==> config.mk <==
export PLATFORM = sky130hd
export DESIGN_NAME = fetch_queue_flat
export DESIGN_NICKNAME = d
export VERILOG_FILES = /design/src/rtl/fetch_queue_if.sv /design/src/rtl/fetch_queue.sv /design/src/flat_wrapper.sv
export SDC_FILE = /design/constraint.sdc
export NUM_CORES = 1
export LEC_CHECK = 0
export BUFFER_PORTS_ARGS = -buffer_cell sky130_fd_sc_hd__buf_2
export CAP_MARGIN = 20
export CORE_MARGIN = 2
export CORE_UTILIZATION = 59
export DETAILED_ROUTE_END_ITERATION = 10
export GPL_ROUTABILITY_DRIVEN = 0
export GPL_TIMING_DRIVEN = 0
export MAX_ROUTING_LAYER = met4
export PLACE_DENSITY = 0.81
export SYNTH_ARGS = -nofsm -noshare
export SYNTH_HDL_FRONTEND = slang
export SYNTH_SLANG_ARGS = --single-unit
==> constraint.sdc <==
create_clock -name clk -period 6.35 [get_ports clk]
set_input_delay 0.3175 -clock clk [delete_from_list [all_inputs] [get_ports clk]]
set_output_delay 0.3175 -clock clk [all_outputs]
set_load 0.05 [all_outputs]
==> src/rtl/fetch_queue_if.sv <==
// Decode-side handshake of the fetch queue.
// Head entry {Instr, Instr_PC} offered under valid/ready.
interface fetch_queue_if #(
  parameter int ADDR_W  = 8,
  parameter int INSTR_W = 16
);
  logic [INSTR_W-1:0] Instr;
  logic [ADDR_W-1:0]  Instr_PC;
  logic               Instr_Valid;
  logic               Instr_Ready;

  modport master (
    output Instr,
    output Instr_PC,
    output Instr_Valid,
    input  Instr_Ready
  );

  modport slave (
    input  Instr,
    input  Instr_PC,
    input  Instr_Valid,
    output Instr_Ready
  );
endinterface

==> src/rtl/fetch_queue.sv <==
// Fetch stage: issues PCs to a synchronous ROM and queues
// returned words with their PCs in a show-ahead prefetch FIFO.
module fetch_queue #(
  parameter int ADDR_W  = 8,
  parameter int INSTR_W = 16,
  parameter int DEPTH   = 4
) (
  input  logic               clk,
  input  logic               Reset,
  input  logic [ADDR_W-1:0]  PC,
  input  logic               Flush,
  output logic               Enable_PC,
  output logic [ADDR_W-1:0]  Imem_Addr,
  input  logic [INSTR_W-1:0] Imem_Data,
  fetch_queue_if.master      dec
);

  localparam int PW = $clog2(DEPTH);
  localparam int CW = PW + 1;
  localparam logic [CW:0] DEPTH_C = (CW+1)'(DEPTH);

  logic [INSTR_W-1:0] instr_mem [DEPTH];
  logic [ADDR_W-1:0]  pc_mem    [DEPTH];
  logic [PW-1:0]      rd_ptr;
  logic [PW-1:0]      wr_ptr;
  logic [CW-1:0]      count;
  logic               inflight;
  logic [ADDR_W-1:0]  inflight_pc;

  logic [CW:0] occ;
  logic        issue;
  logic        push;
  logic        pop;

  // Credit counts the outstanding fetch but not a same-cycle pop,
  // which keeps Instr_Ready out of the Enable_PC path.
  assign occ   = {1'b0, count} + {{CW{1'b0}}, inflight};
  assign issue = !Reset && !Flush && (occ < DEPTH_C);
  assign push  = inflight && !Flush;
  assign pop   = dec.Instr_Valid && dec.Instr_Ready && !Flush;

  assign Enable_PC       = issue;
  assign Imem_Addr       = PC;
  assign dec.Instr_Valid = (count != '0);
  assign dec.Instr       = instr_mem[rd_ptr];
  assign dec.Instr_PC    = pc_mem[rd_ptr];

  always_ff @(posedge clk or posedge Reset) begin
    if (Reset) begin
      rd_ptr      <= '0;
      wr_ptr      <= '0;
      count       <= '0;
      inflight    <= 1'b0;
      inflight_pc <= '0;
      for (int i = 0; i < DEPTH; i++) begin
        instr_mem[i] <= '0;
        pc_mem[i]    <= '0;
      end
    end else if (Flush) begin
      rd_ptr   <= '0;
      wr_ptr   <= '0;
      count    <= '0;
      inflight <= 1'b0;
    end else begin
      if (push) begin
        instr_mem[wr_ptr] <= Imem_Data;
        pc_mem[wr_ptr]    <= inflight_pc;
        wr_ptr            <= wr_ptr + 1'b1;
      end
      if (pop)
        rd_ptr <= rd_ptr + 1'b1;
      count    <= count + CW'(push) - CW'(pop);
      inflight <= issue;
      if (issue)
        inflight_pc <= PC;
    end
  end

endmodule

==> src/flat_wrapper.sv <==
// flat-port wrapper written by rule: the top's interface ports become plain ports
module fetch_queue_flat 
#(
  parameter int ADDR_W  = 8,
  parameter int INSTR_W = 16,
  parameter int DEPTH   = 4
)
  (clk, Reset, PC, Flush, Enable_PC, Imem_Addr, Imem_Data, dec_Instr, dec_Instr_PC, dec_Instr_Valid, dec_Instr_Ready);
  fetch_queue_if #(.ADDR_W(ADDR_W), .INSTR_W(INSTR_W)) dec_i ();
  input  logic clk;
  input  logic Reset;
  input  logic [ADDR_W-1:0] PC;
  input  logic Flush;
  output logic Enable_PC;
  output logic [ADDR_W-1:0] Imem_Addr;
  input  logic [INSTR_W-1:0] Imem_Data;
  output wire logic [$bits(dec_i.Instr)-1:0] dec_Instr;
  output wire logic [$bits(dec_i.Instr_PC)-1:0] dec_Instr_PC;
  output wire logic [$bits(dec_i.Instr_Valid)-1:0] dec_Instr_Valid;
  input wire logic [$bits(dec_i.Instr_Ready)-1:0] dec_Instr_Ready;
  assign dec_Instr = dec_i.Instr;
  assign dec_Instr_PC = dec_i.Instr_PC;
  assign dec_Instr_Valid = dec_i.Instr_Valid;
  assign dec_i.Instr_Ready = dec_Instr_Ready;
  fetch_queue #(.ADDR_W(ADDR_W), .INSTR_W(INSTR_W), .DEPTH(DEPTH)) u_core (.clk(clk), .Reset(Reset), .PC(PC), .Flush(Flush), .Enable_PC(Enable_PC), .Imem_Addr(Imem_Addr), .Imem_Data(Imem_Data), .dec(dec_i));
endmodule
# --- Word level (Yosys, flattened, before mapping) ---
# Cells that the tools add are included.
word_totals:
  ff_bits: 112
  word_cells: 56
  output_inout_bits: 34
op_classes:
  magnitude_cmp: 4
  addsub: 5
  n_mux: 18
  n_reduce_logical: 13
  bitwise: 3
op_table:
  columns: ["operator", "n"]
  rows:
  - ["64-bit bitwise mux", 1]
  - ["16-bit two-way mux", 3]
  - ["16-bit binary-select mux with 2-bit select", 1]
  - ["32-bit bitwise mux", 1]
  - ["16-bit demux with 2-bit select", 1]
  - ["8-bit two-way mux", 3]
  - ["8-bit binary-select mux with 2-bit select", 1]
  - ["8-bit demux with 2-bit select", 1]
  - ["2-bit two-way mux", 4]
  - ["3-bit greater-or-equal comparator, second input constant", 2]
  - ["1-bit logical AND", 6]
  - ["2-bit NOT with 3-bit output", 2]
  - ["2-bit by 1-bit adder with 2-bit output, second input constant", 2]
  - ["3-bit by 1-bit adder with 4-bit output", 1]
  - ["4-bit by 3-bit less-than comparator with 1-bit output, second input constant", 1]
  - ["2-bit AND reduction", 2]
  - ["2-bit nonzero test", 2]
  - ["3-bit by 1-bit adder with 3-bit output", 1]
  - ["3-bit by 1-bit less-than comparator with 1-bit output, second input constant", 1]
  - ["3-bit two-way mux", 1]
  - ["3-bit nonzero test", 1]
  - ["3-bit by 1-bit subtractor with 3-bit output", 1]
  - ["1-bit zero test", 2]
  - ["1-bit two-way mux", 1]
  - ["1-bit NOT", 1]

# --- Depth between registers and ports, before layout ---
# Gate-level depths: netlist of the first run.
logic_depth:
  word_depth: 6
  depth_mapped: 9
  mapped_depth_nobuf: 9

# --- Least setup slack after synthesis of the first run ---
# OpenSTA, ideal clock, no wires.
synth_timing:
  path_kind: "register to output"
  startpoint: "register u_core.count[1]"
  endpoint: "output Enable_PC"
  path_slack_ns: 4.225
  stages_incl_launch_ff: 4
  path_buffers: 0
  arrival_time_ns: 1.808
  cell_sequence: "dfrtp_1 -> ha_1 -> a311o_1 -> a21oi_1"
synth_via:
  elab_chain_len: 3
synth_rtl:
  columns: ["item", "line", "rtl"]
  rows:
  - ["start, declared", "fetch_queue.sv:26", "logic [CW-1:0] count;"]
  - ["start signal, assigned", "fetch_queue.sv:72", "count <= count + CW'(push) - CW'(pop);"]
  - ["3-bit by 1-bit adder with 4-bit output", "fetch_queue.sv:37", "assign occ = {1'b0, count} + {{CW{1'b0}}, inflight};"]
  - ["4-bit by 3-bit less-than comparator with 1-bit output", "fetch_queue.sv:38", "assign issue = !Reset && !Flush && (occ < DEPTH_C);"]
  - ["1-bit logical AND", "fetch_queue.sv:38", null]
  - ["end, declared", "flat_wrapper.sv:14", "output logic Enable_PC;"]
# No other way between the ends.

# --- Worst setup path after layout of the first run ---
layout_timing:
  startpoint: "register u_core.rd_ptr[1]"
  endpoint: "output dec_Instr_PC[5]"
layout_via:
  elab_chain_len: 4
layout_rtl:
  columns: ["item", "line", "rtl"]
  rows:
  - ["start, declared", "fetch_queue.sv:24", "logic [PW-1:0] rd_ptr;"]
  - ["start signal, assigned", "fetch_queue.sv:71", "rd_ptr <= rd_ptr + 1'b1;"]
  - ["2-bit NOT with 3-bit output (implied by the code)", "fetch_queue.sv:46", "assign dec.Instr_PC = pc_mem[rd_ptr];"]
  - ["8-bit binary-select mux with 2-bit select", "fetch_queue.sv:46", null]
  - ["8-bit two-way mux (implied by the code) (2 in series)", "fetch_queue.sv:46", null]
  - ["end, declared", "flat_wrapper.sv:18", "output wire logic [$bits(dec_i.Instr_PC)-1:0] dec_Instr_PC;"]
# No other way between the ends. The select of a mux whose other input is x is not followed.

==> results of run 1 <==
==> routing by layer <==
metal	share of wire	routed length, um	vias up
met1	0.44	3900	1439
met5	0	0	-
met2	0.51	4570	53
met4	0.017	148	0
met3	0.034	304	15
li1	-	-	1249
==> worst paths after layout <==
| check | start | endpoint | slack [ns] | cells past startpoint |
|---|---|---|---|---|
| max in group asynchronous | Reset | u_core.instr_mem[37]$_DFFE_PP0P_ | 5.63 | 3 |
| setup / recovery | u_core.rd_ptr[1]$_DFFE_PP0P_ | dec_Instr_PC[5] | 3.73 | 4 |
| min in group clk | PC[5] | u_core.inflight_pc[5]$_DFFE_PP0P_ | 0.19 | 2 |
| hold reg to reg | u_core.pc_mem[8]$_DFFE_PP0P_ | u_core.pc_mem[8]$_DFFE_PP0P_ | 0.51 | 1 |
| setup reg to reg | u_core.count[1]$_DFF_PP0_ | u_core.count[2]$_DFF_PP0_ | 4.23 | 9 |
| hold / removal | Reset | u_core.pc_mem[24]$_DFFE_PP0P_ | 0.003 | 2 |
==> where the power goes <==
part | switching (mW) | total, mW | internal [mW]
Combinational | 0.694 | 1.14 | 0.450
Sequential | 0.125 | 1.05 | 0.928
Clock | 0.236 | 0.429 | 0.194
Total | 1.05 | 2.63 | 1.57
==> placed cells by master, fill, tap and decap left out, drive strengths merged <==
cell type / count
bufinv: 1
inv: 6
xor2: 2
nand2: 4
fa: 1
o31ai: 1
nor2: 7
buf: 84
mux2: 104
o311ai: 1
a311o: 1
clkinvlp: 4
mux2i: 1
xnor2: 2
a21oi: 2
clkinv: 1
clkbuf: 12
a31o: 1
dfrtp: 112
or3: 1
nor2b: 2
ha: 7
nand4: 1
mux4: 24
==> state kept, by name (all words and copies together) (netlist names) <==
| name | count |
|---|---|
| u_core.count | 3 |
| u_core.inflight | 1 |
| u_core.wr_ptr | 2 |
| u_core.inflight_pc | 8 |
| u_core.rd_ptr | 2 |
| u_core.instr_mem | 64 |
| u_core.pc_mem | 32 |
==> cells by family (layout without fill, tap and decap cells) <==
group / after synthesis / after routing / synth area share
buffers and inverters: 31 / 108 / 0.0376
muxes: 129 / 129 / 0.345
DFF: 112 / 112 / 0.562
adders and majority gates: 8 / 8 / 0.0216
and+or+nand+nor: 15 / 15 / 0.0153
AOI/OAI and AO/OA: 6 / 6 / 0.0113
xor gates and xnor gates: 4 / 4 / 0.00703
==> area by class of cell <==
class                      count  area share
multi-input combinational    162       0.353
clock buffer                  10      0.0243
buffer                        25      0.0292
timing repair buffer          61      0.0580
inverter                       6     0.00442
clock inverter                 6      0.0122
tap                          105      0.0232
sequential                   112       0.496
==> synthesized netlist by cell type, drive strengths merged <==
cell type and number:
a31o 1, a311o 1, fa 1, dfrtp 112
mux2 104, or3 1, inv 6, ha 7
buf 23, o31ai 1, a21oi 2, nand4 1
xor2 2, xnor2 2, o311ai 1, nor2 7
clkbuf 2, nand2 4, nor2b 2, mux4 24
mux2i 1
==> worst max-delay path: stages, from the launching register on <==
cell	delay, ns
sky130_fd_sc_hd__dfrtp_1	0.35
sky130_fd_sc_hd__clkbuf_1	0.32
sky130_fd_sc_hd__buf_1	0.61
sky130_fd_sc_hd__mux4_2	0.42
sky130_fd_sc_hd__buf_2	0.23
==> flow_metrics.tcl, run 1 <==
set metrics [dict create \
    gr-usage-met3 0.0470 \
    placed_insts 471 \
    clk-insertion-delay-late_ns 0.37 \
    total_power_mw 2.63 \
    filler_cell_count 579 \
    yosysSeqAreaShare 0.562 \
    fin_nets 413 \
    synth_area_um2 4990 \
    drive_above_1_share 0.615 \
    finalWirelength_um 8930 \
    hold_path_class "input port to async pin" \
    cts_tree "yes" \
    multiInputGateArea_um2 2000 \
    worst-endpoint-required_ns 6.03 \
    top_cell_type_s_share_of_synthesized_area 0.562 \
    synthesis.instances 305 \
    finalCoreUtilization 0.688 \
    finalSetupViolations 0 \
    worstSetupEndpointType "output pin" \
    placed_cell_area_um2 5450 \
    finalSetupTns_ns 0 \
    maxCapViolCount 0 \
    met1_usage 0.278 \
    crit_arrival_ns 2.31 \
    routed_via_density 5.66 \
    root_buffer "sky130_fd_sc_hd__clkbuf_8" \
    final.period_utilization 0.413 \
    synth_fp_nets 341 \
    synth.area.top_cells "sky130_fd_sc_hd__dfrtp_1, sky130_fd_sc_hd__mux2_2, sky130_fd_sc_hd__mux4_2, sky130_fd_sc_hd__buf_4, sky130_fd_sc_hd__ha_1" \
    design.die.area_um2 9200 \
    route.vias.total 2756 \
    clk_pin_slew_ns 0.10 \
    finClkSkew_ns 0.0118 \
    detailed_place_hpwl_um 6140 \
    design.portCount 62 \
    timing.final.hold_violations 0 \
    post_cts_resized 0 \
    placeableCoreArea_um2 8220 \
    grt_remaining_overflow 0 \
    finalWorstSetupSlack_ns 3.73 \
    drtIter0Drc 77 \
    synth_area_leader_cell "sky130_fd_sc_hd__dfrtp_1" \
    grt_max_degree 73 \
    power.leakage_nw 2.71 \
    actual_transition_at_the_worst_max_transition_pin_ns 0.730 \
    postSynthRegisterBits 112 \
    global_route_met2_utilization 0.348 \
    cts_max_level 3 \
    run_status "finished, final reports clean" \
    rsz0062_at_grt "no" \
    grt_pass1_wl_um 14200 \
    initial_antenna_violation_count 0 \
    worst_hold_slack_across_all_endpoints_ns 0.00252 \
    synth.distinct_cells 25 \
    headroom_to_the_max_slew_limit 0.513 \
    grt_busiest_layer "met2" \
    detailedPlace.worstSlack_ns 4.10 \
    route.detailed.drc 0 \
    powerDensity_nw_per_um2 464 \
    critPathLaunchType "flip-flop" \
    tritoncts_num_sinks 112 \
    initial_utilization 0.607 \
    fin_crit_ns 2.62 \
    drt_pre_antenna_iters 4 \
    n_antenna_cell 0 \
    track_usage 0.217 \
    cts_buffers 9 \
    number_of_hold_repair_buffers_added_at_the_cts_stage 0 \
    max_freq_mhz 381 \
    finish.instance_area_um2 5660 \
    port-buffer-count 60 \
    die_height_um 95.9 \
    syn_avg_cell_area_um2 16.4 \
    final_max_slew_viol_count 0 \
    vias_in_the_first_global_route 2902 \
    rows 33 \
    criticalPathCategory "flip-flop to output pin" \
    routed_wire_length_per_instance_um 18.3 \
    growth_of_design_area_from_synthesis_to_finish_pct 13.4 \
    seq_area_um2 2800 \
    ant_nets 0 \
    post_cts.repair.setup_buffers 0 \
    die_width_um 95.9 \
    ir_drop_uv 239 \
    ys.warnings.count 0 \
    final_cells 487 \
    worst-path-max-fanout 10 \
    cts_max_path_buffers 2 \
]
(Power assumes the default switching activity.)
==> run 2, diff against run 1 <==
--- a/config.mk
+++ b/config.mk
@@ -8,12 +8,12 @@
 export BUFFER_PORTS_ARGS = -buffer_cell sky130_fd_sc_hd__buf_2
 export CAP_MARGIN = 20
 export CORE_MARGIN = 2
-export CORE_UTILIZATION = 59
+export CORE_UTILIZATION = 52
 export DETAILED_ROUTE_END_ITERATION = 10
 export GPL_ROUTABILITY_DRIVEN = 0
 export GPL_TIMING_DRIVEN = 0
 export MAX_ROUTING_LAYER = met4
-export PLACE_DENSITY = 0.81
+export PLACE_DENSITY = 0.76
 export SYNTH_ARGS = -nofsm -noshare
 export SYNTH_HDL_FRONTEND = slang
 export SYNTH_SLANG_ARGS = --single-unit
==> constraint.sdc (replaced) <==
create_clock -name clk -period 2.35 [get_ports clk]
set_input_delay 0.1175 -clock clk [delete_from_list [all_inputs] [get_ports clk]]
set_output_delay 0.1175 -clock clk [all_outputs]
set_load 0.05 [all_outputs]
==> flow_metrics.tcl, run 2 (synthesis gave the netlist of run 1 again) <==
set metrics [dict create \
    cts_max_path_buffers 2 \
    max_freq_mhz 460 \
    grt_remaining_overflow 0 \
    run_status "finished, final reports clean" \
    clk_pin_slew_ns 0.10 \
    timing.final.hold_violations 0 \
    final_cell_mix "sky130_fd_sc_hd__dfrtp_1, sky130_fd_sc_hd__mux2_2, sky130_fd_sc_hd__buf_2" \
    finClkSkew_ns 0.00912 \
    powerDensity_nw_per_um2 1220 \
    actual_transition_at_the_worst_max_transition_pin_ns 0.684 \
    route.vias.total 2834 \
    maxCapViolCount 0 \
    cts_buffers 9 \
    root_buffer "sky130_fd_sc_hd__clkbuf_8" \
    power.leakage_nw 2.78 \
    finalCoreUtilization 0.629 \
    cts_tree "yes" \
    critPathLaunchType "flip-flop" \
    detailed_place_hpwl_um 6070 \
    finalWirelength_um 8850 \
    ant_nets 0 \
    grt_max_degree 44 \
    crit_arrival_ns 2.06 \
    final_max_slew_viol_count 0 \
    drtIter0Drc 92 \
    placeableCoreArea_um2 9280 \
    rsz0062_at_grt "no" \
    ir_drop_uv 956 \
    drt_pre_antenna_iters 4 \
    post_cts.repair.setup_buffers 0 \
    initial_antenna_violation_count 0 \
    hold_path_class "input port to flip-flop" \
    die_width_um 102 \
    track_usage 0.199 \
    worst-path-max-fanout 10 \
    fin_crit_ns 2.18 \
    detailedPlace.worstSlack_ns 0.238 \
    cpMaxStageDelayCell "sky130_fd_sc_hd__buf_2" \
    n_antenna_cell 0 \
    worst-endpoint-required_ns 2.23 \
    route.detailed.drc 0 \
    initial_utilization 0.537 \
    path_delay_family "buffers and inverters" \
    headroom_to_the_max_slew_limit 0.543 \
    largest_register_by_flop_count "u_core.instr_mem" \
    worstSetupEndpointType "output pin" \
    finalSetupTns_ns 0 \
    vias_in_the_first_global_route 3059 \
    fin_nets 428 \
    layout_top_registers "u_core.instr_mem (64), u_core.pc_mem (32), u_core.inflight_pc (8)" \
    grt_pass1_wl_um 15000 \
    design.die.area_um2 10400 \
    die_height_um 102 \
    drive_above_1_share 0.594 \
    rows 35 \
    routed_via_density 5.39 \
    clk-insertion-delay-late_ns 0.37 \
    timing.critical_path.slowest_cell_delay_ns 0.40 \
    cp_num_buf_inv 3 \
    routed_wire_length_per_instance_um 16.8 \
    worst_path_most_repeated_cell "sky130_fd_sc_hd__buf_2" \
    design.portCount 62 \
    largest_register_ffs 64 \
    port-buffer-count 60 \
    final.period_utilization 0.926 \
    cp_cell_sequence "clkbuf_1, buf_2, mux4_2, buf_2" \
    tritoncts_num_sinks 112 \
    leading_cell_type_in_the_layout_fill_and_taps_excluded "sky130_fd_sc_hd__dfrtp_1" \
    finalSetupViolations 0 \
    finalWorstSetupSlack_ns 0.174 \
    criticalPathCategory "flip-flop to output pin" \
    growth_of_design_area_from_synthesis_to_finish_pct 17.0 \
    cts_max_level 3 \
]
-- run 2: final cells by class --
class,count,area [um2]
Multi-Input combinational cell,162,2000
Tap cell,129,161
Buffer,25,171
Fill cell,718,3450
Timing Repair Buffer,76,480
Inverter,6,26.3
Clock inverter,6,68.8
Sequential cell,112,2800
Clock buffer,10,128
-- run 2: worst paths after layout --
path	from	cells after the start	end	slack [ns]
max in group asynchronous	Reset	4	u_core.instr_mem[57]$_DFFE_PP0P_	1.31
hold / removal	Imem_Data[4]	2	u_core.instr_mem[4]$_DFFE_PP0P_	0.01
hold reg to reg	u_core.instr_mem[18]$_DFFE_PP0P_	1	u_core.instr_mem[18]$_DFFE_PP0P_	0.51
min in group asynchronous	Reset	3	u_core.pc_mem[19]$_DFFE_PP0P_	0.40
setup reg to reg	u_core.count[1]$_DFF_PP0_	9	u_core.count[2]$_DFF_PP0_	0.23
setup / recovery	u_core.rd_ptr[1]$_DFFE_PP0P_	4	dec_Instr_PC[4]	0.17
-- run 2: worst reg2reg max path, stage by stage, from the launching register on --
cell and delay, ns:
sky130_fd_sc_hd__dfrtp_1 0.48, sky130_fd_sc_hd__o31ai_1 0.37, sky130_fd_sc_hd__nor2_1 0.09, sky130_fd_sc_hd__ha_1 0.28, sky130_fd_sc_hd__inv_1 0.05, sky130_fd_sc_hd__ha_1 0.12
sky130_fd_sc_hd__inv_1 0.05, sky130_fd_sc_hd__fa_1 0.38, sky130_fd_sc_hd__xnor2_1 0.14, sky130_fd_sc_hd__nor2_1 0.05
-- run 2: per-stage QoR --
step	hold WS, ns	cell area [um2]	instances	power, mW
floorplan	0.268	4990	305	5.35
global placement	0.364	5450	494	5.91
detailed placement	0.266	5490	496	6.00
CTS	0.000459	5820	525	7.16
global route	0.00305	5840	526	7.49
finish	0.0137	5840	526	7.09
-- run 2: timing repair --
item / 4_1_cts / 5_1_grt
hold buffers: 13 / 1
gates cloned: 0 / 0
gates resized for setup: 2 / 2
endpoints found under the hold margin: 48 / 1
setup endpoints to repair: 10 / 8
-- run 2: per-layer routing --
metal  vias up  routed length [um]  GRT usage
met1      1492                3890      0.248
li1       1279                   -          -
met2        55                4550      0.327
met5         -                   0          -
met3         8                 318     0.0575
met4         0                  86     0.0431
-- run 2: report_power, final --
group          internal, mW  switching, mW
Combinational          1.24           1.88
Sequential             2.51          0.326
Clock                 0.499          0.636
Total                  4.25           2.84
